<file path="src/rtl/timer_pkg.sv">
// Shared mode and channel-state encodings for the multi-channel timer.
// Mode 2'b11 has no constant and is decoded as off.
package timer_pkg;

    localparam logic [1:0] MODE_OFF      = 2'b00;
    localparam logic [1:0] MODE_PERIODIC = 2'b01;
    localparam logic [1:0] MODE_ONESHOT  = 2'b10;

    localparam logic [1:0] ST_IDLE = 2'b00;
    localparam logic [1:0] ST_RUN  = 2'b01;
    localparam logic [1:0] ST_DONE = 2'b10;

    function automatic logic [1:0] load_state(input logic [1:0] mode);
        logic [1:0] st;
        case (mode)
            MODE_PERIODIC, MODE_ONESHOT: st = ST_RUN;
            MODE_OFF:                    st = ST_IDLE;
            default:                     st = ST_IDLE;
        endcase
        return st;
    endfunction

endpackage

</file>
<file path="src/rtl/timer_channel.sv">
// One timer channel: period register, tick counter, IDLE/RUN/DONE FSM, pulse and sticky irq.
// Expiry is registered; a load always takes priority over a coincident tick.
module timer_channel
    import timer_pkg::*;
#(
    parameter int WIDTH = 8
) (
    input  logic             clk,
    input  logic             rst_n,
    input  logic             tick_i,
    input  logic             load_i,
    input  logic [WIDTH-1:0] period_i,
    input  logic [1:0]       mode_i,
    input  logic             ack_i,
    output logic             pulse_o,
    output logic             irq_o,
    output logic             busy_o
);

    logic [1:0]       state_q, state_d;
    logic [WIDTH-1:0] period_q, period_d;
    logic [WIDTH-1:0] cont_q, cont_d;
    logic             oneshot_q, oneshot_d;
    logic             pulse_q, pulse_d;
    logic             irq_q, irq_d;

    always_comb begin
        state_d   = state_q;
        period_d  = period_q;
        cont_d    = cont_q;
        oneshot_d = oneshot_q;
        pulse_d   = 1'b0;
        if (load_i) begin
            period_d  = period_i;
            cont_d    = '0;
            oneshot_d = (mode_i == MODE_ONESHOT);
            state_d   = load_state(mode_i);
        end else if (state_q == ST_RUN && tick_i) begin
            if (cont_q == period_q) begin
                pulse_d = 1'b1;
                cont_d  = '0;
                if (oneshot_q) begin
                    state_d = ST_DONE;
                end
            end else begin
                cont_d = cont_q + 1'b1;
            end
        end
        // A fresh expiry beats an acknowledge arriving in the same cycle.
        irq_d = pulse_d | (irq_q & ~ack_i);
    end

    always_ff @(posedge clk or negedge rst_n) begin
        if (!rst_n) begin
            state_q   <= ST_IDLE;
            period_q  <= '0;
            cont_q    <= '0;
            oneshot_q <= 1'b0;
            pulse_q   <= 1'b0;
            irq_q     <= 1'b0;
        end else begin
            state_q   <= state_d;
            period_q  <= period_d;
            cont_q    <= cont_d;
            oneshot_q <= oneshot_d;
            pulse_q   <= pulse_d;
            irq_q     <= irq_d;
        end
    end

    assign pulse_o = pulse_q;
    assign irq_o   = irq_q;
    assign busy_o  = (state_q == ST_RUN);

endmodule

</file>
<file path="src/rtl/timer_multi.sv">
// NCH independent timer channels driven by one shared prescaler tick.
// Writes decode to a per-channel load strobe; out-of-range channel numbers match nothing.
module timer_multi
    import timer_pkg::*;
#(
    parameter int NCH   = 4,
    parameter int WIDTH = 8,
    parameter int PSC_W = 4,
    localparam int CH_W = (NCH > 1) ? $clog2(NCH) : 1
) (
    input  logic             clk,
    input  logic             reset,
    input  logic [PSC_W-1:0] prescale,
    input  logic             wr_en,
    input  logic [CH_W-1:0]  wr_ch,
    input  logic [WIDTH-1:0] wr_period,
    input  logic [1:0]       wr_mode,
    input  logic [NCH-1:0]   irq_ack,
    output logic [NCH-1:0]   pulse,
    output logic [NCH-1:0]   irq,
    output logic [NCH-1:0]   busy
);

    logic [PSC_W-1:0] psc_cnt_q, psc_cnt_d;
    logic             tick;

    // Lowering prescale below the current count lets the counter wrap through all-ones.
    assign tick      = (psc_cnt_q == prescale);
    assign psc_cnt_d = tick ? '0 : psc_cnt_q + 1'b1;

    always_ff @(posedge clk or negedge reset) begin
        if (!reset) begin
            psc_cnt_q <= '0;
        end else begin
            psc_cnt_q <= psc_cnt_d;
        end
    end

    for (genvar k = 0; k < NCH; k++) begin : g_ch
        logic load;
        assign load = wr_en && (wr_ch == CH_W'(k));

        timer_channel #(
            .WIDTH(WIDTH)
        ) u_ch (
            .clk     (clk),
            .rst_n   (reset),
            .tick_i  (tick),
            .load_i  (load),
            .period_i(wr_period),
            .mode_i  (wr_mode),
            .ack_i   (irq_ack[k]),
            .pulse_o (pulse[k]),
            .irq_o   (irq[k]),
            .busy_o  (busy[k])
        );
    end

endmodule

</file>
<file path="config.mk">
export PLATFORM = sky130hd
export DESIGN_NAME = timer_multi
export DESIGN_NICKNAME = d
export VERILOG_FILES = /design/src/rtl/timer_pkg.sv /design/src/rtl/timer_channel.sv /design/src/rtl/timer_multi.sv
export SDC_FILE = /design/constraint.sdc
export NUM_CORES = 1
export LEC_CHECK = 0
export ABC_AREA = 1
export CAP_MARGIN = 20
export CELL_PAD_IN_SITES_DETAIL_PLACEMENT = 1
export CELL_PAD_IN_SITES_GLOBAL_PLACEMENT = 2
export CORE_ASPECT_RATIO = 1.75
export CORE_MARGIN = 3
export CORE_UTILIZATION = 34
export CTS_BUF_LIST = sky130_fd_sc_hd__clkbuf_4 sky130_fd_sc_hd__clkbuf_8 sky130_fd_sc_hd__clkbuf_16
export DETAILED_ROUTE_END_ITERATION = 10
export PLACE_DENSITY = 0.78
export SLEW_MARGIN = 20
export SYNTH_ARGS = -nofsm -noshare
export SYNTH_HDL_FRONTEND = slang
export SYNTH_SLANG_ARGS = --single-unit
export TNS_END_PERCENT = 1
</file>
<file path="constraint.sdc">
create_clock -name clk -period 1.45 [get_ports clk]
set_input_delay 0.145 -clock clk [delete_from_list [all_inputs] [get_ports clk]]
set_output_delay 0.145 -clock clk [all_outputs]
set_load 0.05 [all_outputs]
</file>
==> flow_summary.toml <==
[placed_design]
preCtsSetupSlack_ns = -0.371
io_buffers = 34
dpl.hpwl_microns = 10500
gp_congestion = 0.817
dp_cells = 884

[floorplan]
io_pins = 35
design.core.area_sq_um = 13600
die_h_microns = 163
dieArea_sq_um = 15600
num_rows = 56
floorplan.initialDensity_pct = 35.1
die_x_microns = 95.6

[sta]
relSlewSlack_pct = 67.8
finalCritPeriodShare_pct = 102
drv_slew = 0
hold_viol = 0
fmax_ghz = 0.678
rsz0062_at_grt = "true"
fin_tns_setup_ns = -0.0580
fin_crit_ns = 1.47
clock_skew_ns = 0.00805
worst_pin_slew_ns = 0.483
setup_viol = 6
setup_ws_ns = -0.0248

[power]
switching_share_pct = 33.1
peakVddDrop_v = 0.000585
intPower_mw = 5.18
leakage_nw = 3.11
pwr-share-clk_pct = 30.6
powerDensity_nw_per_um2 = 1260
power_frac_comb_pct = 29.0
power_mw = 7.74
power.switching_mw = 2.56
seqPwrFrac_pct = 40.4

[clock_tree]
cts_root_buf = "clkbuf_16"
cts_num_sinks = 88
cts_tree = "built"
clk_latency_ns = 0.34
cts_buffers = 9
h-tree-depth = 3
cts.clk_slew.worst_paths_ns = 0.07
cts_buffer_depth = 2

[worst_setup_path]
critPathKind = "reg -> reg"
startpoint_type = "flip-flop"
r2r_cells = 8
cp-end-kind = "flip-flop"
reg2reg_slack_ns = -0.02
cp.required_ns = 1.68
rr_startpoint = "psc_cnt_q[0]"
reg2reg_to = "g_ch[1].u_ch.state_q[0]"
critPathMaxFanout = 7
arrival_ns = 1.70

[synthesis]
synthDistinctLibCells = 30
ys_warn_count = 0
synth.avg_cell_area_sq_um = 7.48
synthesis.area_sq_um = 4770
ys_seq_area_share_pct = 46.1
ys_seq_elements = 88
syn_inst = 638
syn_nets = 667

[global_routing]
grtUsageTotal_pct = 18.9
grt_pass1_vias = 4767
grt_max_degree = 30
antenna_found_initial = 0
grt_first_pass_wirelength_microns = 22900
grt-ovfl-total = 0

[layout]
syn_to_final_growth_pct = 28.3
layoutNonFillerInstCount = 904
fill_cells = 1703
mostFrequentLayoutCells = "220 x nand2_1, 86 x dfrtp_1, 80 x inv_1"
drive_above_1_share_pct = 19.3
antenna_cells = 0
final_core_util_pct = 45.1
final_nets = 754
layout_commonest_cell = "nand2_1"

[detailed_routing]
wl_microns = 13300
route.detailed.drc = 0
via_per_inst = 4.71
vias = 4260
ant_nets = 0
drtIter0Drc = 96
wl_per_cell_microns = 14.7
firstDrtPassIters = 4

[status]
violations = "setup timing"
status = "complete, but fails checks"

[job]
maxCapViolCount = 0

[min_path]
hold_class = "in -> async"
power by group through the flow:
stage	Clock, mW	Combinational (mW)	Sequential (mW)
global placement	0	2.05	3.14
detailed placement	0	2.15	3.17
floorplan	0	1.25	3.09
finish	2.37	2.25	3.13
CTS	2.45	2.27	3.13
global route	2.57	2.54	3.18
cell type report:
class	count	area (sq um)	share of cell area, %
Inverter	93	354	5.78
Clock inverter	5	57.6	0.939
Tap cell	174	218	3.55
Timing Repair Buffer	100	905	14.8
Multi-Input combinational cell	433	2150	35.1
Sequential cell	88	2200	36.0
Clock buffer	11	240	3.92
cell families (layout without fill, tap and decap cells):
| group | count (synthesis) | count (layout) | share of synthesized area, % |
|---|---|---|---|
| fa+ha+maj | 6 | 6 | 1.57 |
| compound gates | 61 | 61 | 6.79 |
| xor+xnor | 27 | 27 | 4.95 |
| flops | 88 | 88 | 46.1 |
| buf+inv | 117 | 209 | 10.6 |
| simple gates | 339 | 339 | 30.0 |
Yosys cell counts (all sizes together):
master | number | area [sq um]
nand2 | 225 | 847
inv | 93 | 349
dfrtp | 88 | 2200
nor2 | 59 | 246
o21ai | 51 | 267
nand3 | 37 | 195
buf | 18 | 133
xor2 | 16 | 140
xnor2 | 11 | 96.3
nand4 | 7 | 43.8
clkbuf | 6 | 23.8
ha | 6 | 75.1
nor3 | 6 | 62.6
a21oi | 5 | 25.0
nand3b | 4 | 30.0
o22ai | 4 | 25.0
o21a | 1 | 7.51
or2 | 1 | 6.26
through the flow:
step / hold slack, ns / area [sq um]
global placement: 0.135 / 5700
floorplan: -0.151 / 4770
detailed placement: 0.142 / 5700
finish: 0.305 / 6130
CTS: 0.312 / 6090
global route: 0.338 / 6130
timing repair:
item	4_1_cts	5_1_grt
gates resized for setup	17	13
hold endpoints to repair	26	0
buffers inserted	3	0
hold buffers	1	0
gates cloned	0	0
endpoints found under the setup margin	43	53
pin swaps	5	4
worst max path at each step:
| stage | start | endpoint | slack, ns | cells past startpoint |
|---|---|---|---|---|
| floorplan | psc_cnt_q[1] | g_ch[3].u_ch.state_q[0] | 0.12 | 8 |
| global placement | prescale[1] | g_ch[1].u_ch.cont_q[4] | -0.31 | 10 |
| detailed placement | prescale[1] | g_ch[1].u_ch.cont_q[3] | -0.37 | 10 |
| CTS | psc_cnt_q[0] | g_ch[1].u_ch.cont_q[1] | -0.09 | 8 |
| global route | psc_cnt_q[0] | g_ch[1].u_ch.cont_q[1] | -0.19 | 8 |
| finish | psc_cnt_q[0] | g_ch[1].u_ch.state_q[0] | -0.02 | 8 |
flip-flops by register name (all words and copies together) (netlist names):
| name | cells |
|---|---|
| g_ch.u_ch.pulse_o | 4 |
| g_ch.u_ch.state_q | 8 |
| g_ch.u_ch.irq_o | 4 |
| g_ch.u_ch.oneshot_q | 4 |
| g_ch.u_ch.cont_q | 32 |
| g_ch.u_ch.period_q | 32 |
| psc_cnt_q | 4 |
critical path, cell delays in order (launching register included):
cell	delay [ns]
dfrtp_1	0.40
nor2_2	0.12
nor2_1	0.06
nor2_2	0.17
nand2_4	0.13
nor2_4	0.23
nand3_2	0.13
nand2_1	0.08
nand2_1	0.05
per-layer routing:
layer / share of wire [%] / global-route usage [%] / vias up
met4: 1.6 / 5.38 / 0
li1: - / - / 2119
met2: 58 / 35.8 / 32
met1: 39 / 21.2 / 2095
met5: 0 / 0 / -
met3: 1.8 / 2.82 / 14
Power figures use the tool's default switching activity.
